## config.mk

```make
export PLATFORM = sky130hd
export DESIGN_NAME = qdec_cabac_bin_arbiter
export DESIGN_NICKNAME = d
export VERILOG_FILES = /design/src/rtl/qdec_cabac_bin_arbiter.sv
export SDC_FILE = /design/constraint.sdc
export NUM_CORES = 1
export LEC_CHECK = 0
export ABC_CLOCK_PERIOD_IN_PS = 4100
export CORE_MARGIN = 2
export CORE_UTILIZATION = 38
export DETAILED_ROUTE_END_ITERATION = 8
export PLACE_DENSITY = 0.85
export SETUP_SLACK_MARGIN = 0.4
export SLEW_MARGIN = 30
export SYNTH_ARGS = -nofsm -noshare
export SYNTH_HDL_FRONTEND = slang
export SYNTH_SLANG_ARGS = --single-unit
```

## constraint.sdc

```tcl
create_clock -name clk -period 4.1 [get_ports clk]
set_input_delay 0.615 -clock clk [delete_from_list [all_inputs] [get_ports clk]]
set_output_delay 0.615 -clock clk [all_outputs]
set_load 0.02 [all_outputs]
```

## src/rtl/qdec_cabac_bin_arbiter.sv

```systemverilog
// Round-robin owner arbiter that shares one CABAC bin decoder engine among
// NUM_REQ syntax sub-FSMs and steers decoded bins back to the current owner only.
module qdec_cabac_bin_arbiter #(
    parameter int NUM_REQ = 4,
    parameter int MAX_OUT = 4,
    parameter int CNT_W   = 3
) (
    input  logic                  clk,
    input  logic                  rst,
    input  logic [NUM_REQ-1:0]    req,
    output logic [NUM_REQ-1:0]    gnt,
    input  logic [NUM_REQ*10-1:0] ctx_addr_in,
    input  logic [NUM_REQ-1:0]    ctx_addr_vld_in,
    input  logic [NUM_REQ-1:0]    dec_run_in,
    input  logic [NUM_REQ-1:0]    EPMode_in,
    output logic [9:0]            ctx_addr,
    output logic                  ctx_addr_vld,
    output logic                  dec_run,
    output logic                  EPMode,
    input  logic                  dec_rdy,
    input  logic                  ruiBin,
    input  logic                  ruiBin_vld,
    output logic [NUM_REQ-1:0]    ruiBin_vld_out,
    output logic                  busy,
    output logic                  err
);
    localparam int IDX_W = (NUM_REQ > 1) ? $clog2(NUM_REQ) : 1;

    typedef enum logic [1:0] {ST_IDLE, ST_OWN, ST_DRAIN} state_t;

    state_t             state_reg, state_next;
    logic [NUM_REQ-1:0] gnt_reg, gnt_next;
    logic [IDX_W-1:0]   owner_reg, owner_next;
    logic [IDX_W-1:0]   rr_ptr_reg, rr_ptr_next;
    logic [CNT_W-1:0]   out_cnt_reg, out_cnt_next;
    logic               err_reg, err_next;

    logic [9:0]         ctx_masked [NUM_REQ];
    logic               owner_run, at_max, cnt_zero, bin_ok, overflow;
    logic               pick_found;
    logic [IDX_W-1:0]   pick_idx, cand, owner_plus1;

    // dec_rdy and ruiBin go straight from the engine to every requester.
    logic unused_inputs;
    assign unused_inputs = &{1'b0, dec_rdy, ruiBin};

    genvar gi;
    generate
        for (gi = 0; gi < NUM_REQ; gi++) begin : g_mask
            assign ctx_masked[gi] = ctx_addr_in[10*gi +: 10] & {10{gnt_reg[gi]}};
        end
    endgenerate

    always_comb begin
        ctx_addr = '0;
        for (int i = 0; i < NUM_REQ; i++) begin
            ctx_addr = ctx_addr | ctx_masked[i];
        end
    end

    assign ctx_addr_vld   = |(ctx_addr_vld_in & gnt_reg);
    assign EPMode         = |(EPMode_in & gnt_reg);
    assign owner_run      = |(dec_run_in & gnt_reg);
    assign at_max         = (out_cnt_reg == CNT_W'(MAX_OUT));
    assign cnt_zero       = (out_cnt_reg == '0);
    assign dec_run        = owner_run && (state_reg == ST_OWN) && !at_max;
    assign overflow       = owner_run && (state_reg == ST_OWN) && at_max;
    assign bin_ok         = ruiBin_vld && !cnt_zero;
    assign ruiBin_vld_out = gnt_reg & {NUM_REQ{bin_ok}};
    assign gnt            = gnt_reg;
    assign busy           = (state_reg != ST_IDLE);
    assign err            = err_reg;
    assign owner_plus1    = (owner_reg == IDX_W'(NUM_REQ - 1)) ? '0 : owner_reg + 1'b1;

    always_comb begin
        out_cnt_next = out_cnt_reg;
        case ({dec_run, bin_ok})
            2'b10:   out_cnt_next = out_cnt_reg + 1'b1;
            2'b01:   out_cnt_next = out_cnt_reg - 1'b1;
            default: out_cnt_next = out_cnt_reg;
        endcase
        err_next = err_reg | overflow | (ruiBin_vld && cnt_zero);
    end

    // First pending request at or after rr_ptr, wrapping.
    always_comb begin
        pick_found = 1'b0;
        pick_idx   = '0;
        cand       = '0;
        for (int k = 0; k < NUM_REQ; k++) begin
            cand = IDX_W'((int'(rr_ptr_reg) + k) % NUM_REQ);
            if (!pick_found && req[cand]) begin
                pick_found = 1'b1;
                pick_idx   = cand;
            end
        end
    end

    // Release decisions look at the post-update count so a bin that returns
    // or a run issued in the release cycle is never orphaned.
    always_comb begin
        state_next  = state_reg;
        gnt_next    = gnt_reg;
        owner_next  = owner_reg;
        rr_ptr_next = rr_ptr_reg;
        case (state_reg)
            ST_IDLE: begin
                if (pick_found) begin
                    state_next = ST_OWN;
                    gnt_next   = NUM_REQ'(1) << pick_idx;
                    owner_next = pick_idx;
                end
            end
            ST_OWN: begin
                if (!req[owner_reg]) begin
                    if (out_cnt_next == '0) begin
                        state_next  = ST_IDLE;
                        gnt_next    = '0;
                        rr_ptr_next = owner_plus1;
                    end else begin
                        state_next = ST_DRAIN;
                    end
                end
            end
            ST_DRAIN: begin
                if (out_cnt_next == '0) begin
                    state_next  = ST_IDLE;
                    gnt_next    = '0;
                    rr_ptr_next = owner_plus1;
                end
            end
            default: begin
                state_next = ST_IDLE;
                gnt_next   = '0;
            end
        endcase
    end

    always_ff @(posedge clk or posedge rst) begin
        if (rst) begin
            state_reg   <= ST_IDLE;
            gnt_reg     <= '0;
            owner_reg   <= '0;
            rr_ptr_reg  <= '0;
            out_cnt_reg <= '0;
            err_reg     <= 1'b0;
        end else begin
            state_reg   <= state_next;
            gnt_reg     <= gnt_next;
            owner_reg   <= owner_next;
            rr_ptr_reg  <= rr_ptr_next;
            out_cnt_reg <= out_cnt_next;
            err_reg     <= err_next;
        end
    end
endmodule

```

# ---- Yosys cells after proc, flatten, opt, wreduce, memory -nomap -nowiden
# Cells that the tools add are included.
dict set report classes {
  addsub 6
  order_cmp 5
  n_eq_ne 9
  shifts 1
  mux 32
  bitwise_logic 13
  n_reduce_logical 25
}
# cell count
set op_table {}
lappend op_table {{$and 10x10->10} 4}
lappend op_table {{$or 10x10->10} 3}
lappend op_table {{$mux 2} 11}
lappend op_table {{$and 4x4->4} 4}
lappend op_table {{$lt 2x3->1 const B} 5}
lappend op_table {{$mux 4} 3}
lappend op_table {{$pmux 4 s3} 1}
lappend op_table {{$reduce_or 4->1} 3}
lappend op_table {{$bmux 1 s2} 5}
lappend op_table {{$mux 1} 9}
lappend op_table {{$logic_and 1x1->1} 8}
lappend op_table {{$eq 2x2->1 const B} 3}
lappend op_table {{$logic_not 3->1} 2}
lappend op_table {{$ne 2x2->1 const B} 3}
lappend op_table {{$pmux 2 s3} 1}
lappend op_table {{$pmux 3 s2} 1}
lappend op_table {{$reduce_and 2->1} 3}
lappend op_table {{$logic_not 1->1} 5}
lappend op_table {{$add 2x1->2 const B} 2}
lappend op_table {{$add 2x2->2 const B} 2}
lappend op_table {{$eq 2x1->1 const B} 2}
lappend op_table {{$pmux 2 s2} 1}
lappend op_table {{$reduce_bool 2->1} 2}
lappend op_table {{$shl 1x2->4 const A} 1}
lappend op_table {{other kinds (6)} 7}
dict set report word_totals {
  regBits 14
  wordCells 97
}

# ---- Longest topological paths before layout
# Gate-level depths: netlist (run 1).
dict set report depth {
  depth_word 15
  mapped_depth 11
}

# ---- Least setup slack after synthesis (run 1)
# Ideal clock, no wire load.
dict set report synth_timing {
  kind {input to register}
  from {input dec_run_in[0]}
  to {register gnt_reg[0], in the netlist gnt[0]}
  arrival_time_ps 2894
  t_required_ps 3999
  slack_ps 1105
  cell_stages 10
  cell_sequence {a22o_1 > o21ai_0 > a21o_1 > ha_1 > inv_1 > fa_1 > xnor2_1 > mux2i_1 > or4_4 > o32ai_1}
}
dict set report synth_between {
  elab_chain_cells 10
  word_cells_on_any_way 11
  classes_between {2 x eq/ne; 4 x mux; 1 x bitwise; 4 x reduce/logical}
}
# element line
set synth_rtl {}
lappend synth_rtl {{from (decl)} 14} ;# input logic [NUM_REQ-1:0] dec_run_in,
lappend synth_rtl {{$and 4x4->4 (*)} 63} ;# assign owner_run = |(dec_run_in & gnt_reg);
lappend synth_rtl {{$reduce_or 4->1 (*)} 63}
lappend synth_rtl {{$logic_and 1x1->1 (*) (2 in series)} 66} ;# assign dec_run = owner_run && (state_reg == ST_OWN) && !at_max;
lappend synth_rtl {{$eq 2x1->1 or $eq 2x2->1 (tied branches)} 77} ;# case ({dec_run, bin_ok})
lappend synth_rtl {{$pmux 3 s2 (*)} 77}
lappend synth_rtl {{$logic_not 3->1 (*)} {116, 126}}
lappend synth_rtl {{$mux 4 (*)} n/a}
lappend synth_rtl {{$mux 4} n/a}
lappend synth_rtl {{$pmux 4 s3 (*)} n/a}
lappend synth_rtl {{to (signal assigned)} 149} ;# gnt_reg <= gnt_next;
lappend synth_rtl {{to (decl)} 32} ;# logic [NUM_REQ-1:0] gnt_reg, gnt_next;
# Every way passes the cells marked *; elsewhere a longest branch is shown, timed or not. The select of a mux whose other input is x is not followed.
# A chain may end at the register's enable or synchronous reset.

# ---- Final worst setup path (run 1)
dict set report layout_timing {
  from {input dec_run_in[2]}
  to {register gnt_reg[0], in the netlist gnt[0]}
}
# Same word-level chain as after synthesis.

==> results by stage, run 1 <==
Setup path:
- The cell type group with the largest total delay on the critical path is compound AO/OA/AOI/OAI gates.
- The kind of end point of the critical path is a flip-flop.
- Data arrives at the worst endpoint at ~3700 ps.
- In this run the worst path has a maximum fanout of 4.
- For this run, the slowest stage of the critical path takes about 520 ps.
- The number of buffers and inverters on the critical path is 2.
- The worst setup path is of the input pin to flip-flop kind.
- The critical path goes through clkdlybuf4s50_1, a22o_1, o21ai_0, a21o_1, ha_1, inv_1, fa_1, xnor2_1, mux2i_1, or4_4, o32ai_1.
- The slowest stage of the critical path is the or4_4 cell.
- STA puts the critical path data required time at approximately 4300 ps.
- STA classifies the critical path startpoint as an input pin.

Global routing:
- The aggregate global routing overflow is 0.
- The first global-routing pass estimated a little over 6000 µm of wire.
- The via count of the first global-routing pass is about 1400.
- The global router's overall resource usage is between 20 and 25%.
- The number of antenna violations at the first check in global routing is 0.
- Entering global routing, the biggest net connects 16 pins.

Clock network:
- The number of gates resized after cts is 0.
- Hold repair after CTS inserted 0 buffers.
- The clock latency reported for the late side of the worst-skew pair is 280 ps.
- TritonCTS built the clock tree.
- The total setup buffers inserted after CTS is 0.
- The clock transition at the registers of the reported paths is around 90 ps.
- The number of clock sinks seen by CTS is 14.
- In this run the deepest clock path goes through 2 buffers.
- Counting the buffers created by CTS gives 3.
- CTS built an H-tree with a depth of 1.
- The clock root buffer is clkbuf_4.

Drt:
- In this run, the number of DRC markers left after iteration 0 of detailed routing was 82.
- The number of detailed-routing iterations run before antenna repair is 4.
- The detail-routed net length per standard cell is 15.2 µm.
- Summing over every cut layer, the via total after detailed routing is ~1400.
- After detailed routing, the number of vias per cell comes to between 5 and 6.
- The final layout contains routed wiring with a total length of between 4000 and 5000 µm.
- After detailed routing, the number of remaining DRC violations is 0.
- The residual antenna-violating net count after detailed routing is 0.

Floorplanning:
- The floorplan has 20 rows.
- The total area inside the core boundary comes to between 3000 and 4000 µm².
- The die height is between 60 and 70 µm.
- The floorplan step defined a die boundary enclosing around 3700 µm².
- The initial utilization of the core area, before any placement, comes to about two fifths.
- Measured along the x axis, the die boundary spans slightly above 60 µm.
- The top-level I/O count is 84.

Logic synthesis:
- The post-synth design cell area is around 1200 µm².
- The post-synth net total is 210.
- The flip-flop and latch count after synthesis is 14.
- The number of different library cells in the post-synthesis netlist is 37.
- Yosys attributes the largest share of cell area to dfrtp_1 28%, a22oi_1 15%, nand2_1 5.5%, ha_1 5.1%, inv_1 4.9%.
- The number of flops mapped to enable cells by yosys is 0.
- The share of the Yosys chip area taken by registers is 28.4%.
- For this run, asynchronously set or reset flops after synthesis account for between 90% and 100%.
- In this run the biggest area consumer among cell types represents between 20% and 30% of the synthesized area.
- The mean instance size in the synthesized netlist is approximately 8.6 µm².
- The predominant post-synthesis flop cell is dfrtp_1.
- In the synthesized netlist, the number of instances is roughly 140.
- The cell taking the most area after synthesis is dfrtp_1.
- The count of yosys warnings during synthesis is 0.

Final layout:
- Leaving out fill and tap cells, the most frequent cells in the layout are 81 x clkdlybuf4s50_1, 25 x a22oi_1, 18 x nand2_1.
- The area growth from synthesis to layout is 72.1%.
- For this run, the post-layout net count is 293.
- The non-filler instance count after layout is around 270.
- In the final layout, the share of cells above drive strength 1 is 6.67%.
- The register with the most flip-flops in the layout has 4 of them.
- The antenna diode count is 0.
- Leaving out fill and tap cells, the most frequent cell in the layout is clkdlybuf4s50_1.

STA:
- The count of final hold-check violations was 0.
- The period utilization is a little under nine tenths.
- Static timing analysis puts the maximum clock frequency at roughly 290 MHz.
- Setup violations remaining at the end of the flow were counted as 0.
- After routing, the total negative slack on setup checks comes to 0 ps.
- The maximum clock skew at final layout is 5.57 ps.
- The final critical path time including I/O delays and setup is about 3500 ps.
- The number of max-slew violations in the final report is 0.
- At the pin with the least slew margin, the transition time is ~540 ps.
- Setup repair after global routing left no endpoint under its margin.
- Measured against its own limit, the worst slew margin works out to 63.7%.

Placement:
- Buffers placed on the I/O ports in this run total between 80 and 90.
- The routability-driven placement congestion ratio is between 0.7 and 0.8.
- The total half-perimeter wirelength after legalization and detailed placement is approximately 3300 µm.
- The total instance count after detailed placement is between 200 and 300.

Status:
- The flow ran to the end, and the final reports show no timing, DRC or antenna violations.

Power:
- VDD sags by at most 430 µV.
- For this design the static power due to leakage is about 0.89 nW.
- In this run the power density over the cells is slightly above 600 nW/µm².

Job:
- The number of max-cap violations is 0.

Hold path:
- The worst hold-check path type is flip-flop to flip-flop.
## Yosys cell counts (all sizes together) (2+ instances only)
| cell | number |
|---|---|
| dfrtp | 14 |
| a21oi | 3 |
| o32ai | 4 |
| a22oi | 25 |
| a21o | 2 |
| nand2 | 18 |
| nor3 | 6 |
| mux2 | 4 |
| nor2 | 5 |
| and3 | 2 |
| clkbuf | 4 |
| inv | 16 |
| a22o | 3 |
| xnor2 | 3 |
| mux2i | 5 |
| o21ai | 4 |
| nand2b | 2 |
| ha | 5 |
## layer usage
metal,part of all wire (%),GRT usage (%),vias to the layer above
li1,-,-,700
met4,1.8,4.97,0
met5,0,0,-
met3,9.7,4.69,8
met1,39,26.8,672
met2,49,38.4,62
## worst paths after layout
path,startpoint,endpoint,slack [ps],depth (start not counted)
setup / recovery,dec_run_in[2],gnt[0],600,11
min in group asynchronous,rst,state_reg[1],680,2
hold / removal,err,err,470,1
hold reg to reg,err,err,470,1
setup reg to reg,gnt[0],gnt[0],740,10
max in group asynchronous,rst,gnt[0],3060,2
## where the power goes
part / internal, mW / switching, mW
clock: 0.0539 / 0.0470
combinational: 0.472 / 0.437
sequential: 0.200 / 0.0818
## stage by stage
| step | util [%] | setup WS, ps | cell area (µm²) | hold slack (ps) | power, mW |
|---|---|---|---|---|---|
| final | 69.1 | 603 | 2130 | 466 | 1.29 |
| after global routing | 69.1 | 444 | 2130 | 502 | 1.40 |
| after CTS | 69.1 | 616 | 2130 | 469 | 1.30 |
| after detailed placement | 67.9 | 361 | 2090 | 449 | 1.20 |
| after global placement | 67.9 | 404 | 2090 | 440 | 1.18 |
| after floorplan | - | 1110 | 1230 | 481 | 0.873 |
## cell families (layout without fill, tap and decap cells)
logic type	Yosys count	in the layout	synth area share, %
DFF	14	14	28.4
AOI/OAI and AO/OA	47	47	28.6
adders and majority gates	6	6	6.69
buffers and inverters	21	103	6.99
and+or+nand+nor	42	42	17.7
muxes	9	9	7.70
xor gates and xnor gates	4	4	3.95
## area by class of cell
cell class / instances / area [µm²]
flip-flops and latches: 14 / 350
multi-input cells: 108 / 798
inverters: 16 / 60.1
well taps: 44 / 55.1
clock buffers: 4 / 36.3
repair buffers: 83 / 826
fillers: 260 / 952
(Power assumes the default switching activity.)
==> run 2, diff against run 1 <==
--- a/config.mk
+++ b/config.mk
@@ -5,11 +5,12 @@
 export SDC_FILE = /design/constraint.sdc
 export NUM_CORES = 1
 export LEC_CHECK = 0
-export ABC_CLOCK_PERIOD_IN_PS = 4100
+export ABC_CLOCK_PERIOD_IN_PS = 3450
+export CAP_MARGIN = 20
 export CORE_MARGIN = 2
-export CORE_UTILIZATION = 38
+export CORE_UTILIZATION = 36
 export DETAILED_ROUTE_END_ITERATION = 8
-export PLACE_DENSITY = 0.85
+export PLACE_DENSITY = 0.81
 export SETUP_SLACK_MARGIN = 0.4
 export SLEW_MARGIN = 30
 export SYNTH_ARGS = -nofsm -noshare
==> constraint.sdc (replaced) <==
create_clock -name clk -period 3.45 [get_ports clk]
set_input_delay 0.5175 -clock clk [delete_from_list [all_inputs] [get_ports clk]]
set_output_delay 0.5175 -clock clk [all_outputs]
set_load 0.02 [all_outputs]
==> run 2 against run 1 <==
Effect of this change:
- core utilization is essentially flat
- combinational power increased by 44%
- routed wire length up 7.9%
- sequential cell count did not move
- design area increased by 7.6%
- die area grew 5.2%
- global-route usage increased by 0.98 points
- register-to-register slack worse by 320 ps
- clock power is 18% higher
- non-clock buffer count is 8 higher
- largest cell class unchanged
- largest power group unchanged
- highest routed layer unchanged
==> results by stage, run 2 (same netlist as run 1, synthesis figures left out) <==
Status:
- Outcome: completed (unchanged).

Clock network:
- The clock latency reported for the late side of the worst-skew pair is 280 ps (about the same).
- The maximum buffer depth of the clock tree is 2 (unchanged).
- The number of clock sinks seen by CTS is 14 (unchanged).
- The number of buffers created by CTS is 3 (unchanged).
- The clock transition at the registers of the reported paths is 80 ps (was 90 ps).
- The post-cts hold buffer count is 0 (unchanged).
- The clock root buffer is clkbuf_4 (unchanged).
- The H-tree level count came to 1 (unchanged).
- The TritonCTS clock tree was done (unchanged).

Floorplanning:
- The top-level I/O count is 84 (unchanged).
- The initial cell density of the core came to 37.3% (was 40.1%).
- The number of placement rows is 21 (was 20).
- The standard cell core area is 3310 µm² (was 3080 µm²).
- The area of the die is 3920 µm² (was 3720 µm²).
- The die outline width is 62.6 µm (was 61.0 µm).
- The die height came to 62.6 µm (was 61.0 µm).

Setup path:
- The highest fanout seen on the critical path is 6 (was 4).
- The critical path depth is 10 (was 11).
- The data required time at the worst endpoint is 3630 ps (was 4270 ps).
- The maximum cell stage delay along the critical path is 600 ps (was 520 ps).
- The slowest library cell on the worst path was or4_4 (unchanged).
- The logic depth of the worst register-to-register path is 10 (unchanged).
- The slack of the worst reg-to-reg path was 420 ps (was 740 ps).
- Sequence of cells on the critical path: clkdlybuf4s50_1, inv_1, nor2_1, ha_2, inv_2, fa_2, nand3b_1, and3_4, or4_4, o32ai_4 (was clkdlybuf4s50_1, a22o_1, o21ai_0, a21o_1, ha_1, inv_1, fa_1, xnor2_1, mux2i_1, or4_4, o32ai_1).
- The arrival time reported for the critical path endpoint came to 3220 ps (was 3670 ps).
- The end of the worst register-to-register path is gnt[0] (unchanged).
- The kind of end point of the critical path was a flip-flop (unchanged).
- The cell type group with the largest total delay on the critical path is simple AND/OR/NAND/NOR gates (was compound AO/OA/AOI/OAI gates).
- The startpoint of the lowest-slack register-to-register path is gnt[2] (was gnt[0]).
- The total buffers and inverters traversed by the critical path was 3 (was 2).
- The category of the worst setup path launch point is an input pin (unchanged).
- The category of the most critical setup path was input pin to flip-flop (unchanged).

Drt:
- The iteration-0 DRC count of the detailed router is 61 (was 82).
- The overall routed net length came to 4410 µm (was 4080 µm).
- The detail-routed net length per standard cell was 15.8 µm (was 15.2 µm).
- The total via count after detailed routing is 1461 (was 1442).
- The routed via count divided by cell count came to 5.24 (was 5.36).
- The number of detailed-routing iterations run before antenna repair is 4 (unchanged).
- The total DRC errors in the routed layout is 0 (unchanged).
- The residual antenna-violating net count after detailed routing is 0 (unchanged).

STA:
- The smallest clock period supported by the final layout is computed as ~3000 ps.
- RSZ-0062 raised after global routing: true (was false).
- The actual transition at the worst max-transition pin was 848 ps (was 544 ps).
- The number of max-slew violations in the final report came to 0 (unchanged).
- The remaining max-slew budget at the tightest pin is 43.0% (was 63.7%).
- The count of final hold-check violations is 0 (unchanged).
- The final critical path takes up around nine tenths of the cycle.
- The maximum clock frequency is ~330 MHz.
- The maximum clock skew at final layout is 10.6 ps (was 5.57 ps).
- The setup-violating endpoint count in the final report was 0 (unchanged).

Global routing:
- The global router's overall resource usage is 22.6% (was 21.6%).
- The via count of the first global-routing pass is 1471 (was 1354).
- The number of antenna violations at the first check in global routing was 0 (unchanged).
- The aggregate global routing overflow is 0 (unchanged).
- The largest net degree at the start of global routing is 15 (was 16).
- The wire length of the first global-routing pass is 7160 µm (was 6130 µm).

Final layout:
- The total number of nets in the final design is 301 (was 293).
- Leading cell types in the layout, fill and taps excluded: 77 x clkdlybuf4s50_1, 25 x a22oi_1, 18 x nand2_1 (was 81 x clkdlybuf4s50_1, 25 x a22oi_1, 18 x nand2_1).
- The area taken by flip-flops and latches is 350 µm² (unchanged).
- The layout overhead on the synthesized area was 85.2% (was 72.1%).
- The flip-flop count of the largest register after layout was 4 (unchanged).
- The non-filler instance count after layout is 279 (was 269).
- The multi-input logic area is 887 µm² (was 798 µm²).
- The share of cells above drive strength 1 is 14.6% (was 6.67%).
- The antenna diode count is 0 (unchanged).
- The most frequent standard cell in the layout excluding fill and tap cells is clkdlybuf4s50_1 (unchanged).
- The number of fill cells in the layout is 272 (was 260).

Hold path:
- The end point of the worst hold path is err (unchanged).
- The number of cells on the worst hold path was 1 (unchanged).
- The worst min-delay path startpoint is err (unchanged).
- The worst hold-check path type is flip-flop to flip-flop (unchanged).

Power:
- The static power due to leakage came to 0.986 nW (was 0.895 nW).
- The maximum ir drop on the vdd rail is 713 µV (was 430 µV).
- The overall power is 1.75 mW (was 1.29 mW).
- The power per unit of standard cell area is 765 nW/µm² (was 607 nW/µm²).

Placement:
- The routability-driven placement congestion ratio is 0.825 (was 0.783).
- The count of input and output buffers is 81 (unchanged).
- The total instance count after detailed placement is 274 (was 265).
- The total half-perimeter wirelength after legalization and detailed placement came to 3420 µm (was 3340 µm).

Job:
- The number of max-cap violations was 0 (unchanged).
## run 2: worst max path at each step
| stage | startpoint | endpoint | slack (ps) |
|---|---|---|---|
| finish | ruiBin_vld | gnt[0] | 410 |
| global route | gnt[2] | gnt[0] | 290 |
| CTS | dec_run_in[0] | gnt[3] | 390 |
| detailed placement | dec_run_in[0] | gnt[1] | -60 |
| global placement | dec_run_in[0] | gnt[1] | -20 |
| floorplan | dec_run_in[0] | gnt[0] | 550 |
## run 2: power breakdown
group	total (mW)	switching, mW	internal, mW
Sequential	0.318	0.0802	0.238
Combinational	1.31	0.642	0.672
Clock	0.119	0.0551	0.0642
Total	1.75	0.777	0.974
## run 2: layer usage
layer | track usage, % | part of all wire (%) | up-vias
li1 | - | - | 716
met3 | 4.14 | 5.9 | 6
met4 | 5.83 | 1.0 | 0
met2 | 41.4 | 51 | 55
met1 | 27.1 | 42 | 684
met5 | 0 | 0 | -
## run 2: area by class of cell
| cell class | instances | share of cell area (%) |
|---|---|---|
| flip-flops and latches | 14 | 15.3 |
| clock buffers | 4 | 1.59 |
| inverters | 16 | 2.63 |
| multi-input cells | 108 | 38.8 |
| repair buffers | 91 | 39.2 |
| well taps | 46 | 2.52 |
## run 2: stage by stage
stage	instance area, µm²	utilization (%)	TNS [ps]	worst slack [ps]	hold slack, ps
3_3_place_gp	2140	64.8	-94.3	-24.9	446
5_1_grt	2290	69.1	0	292	481
2_1_floorplan	1230	-	0	553	407
6_report	2290	69.1	0	409	469
3_5_place_dp	2140	64.8	-175	-57.9	451
4_1_cts	2210	66.7	0	392	469
## run 2: repair_timing
| item | CTS | global route |
|---|---|---|
| setup buffers | 0 | 1 |
| resized for setup | 6 | 13 |
| setup endpoints to repair | 7 | 7 |
| pin swaps | 0 | 8 |
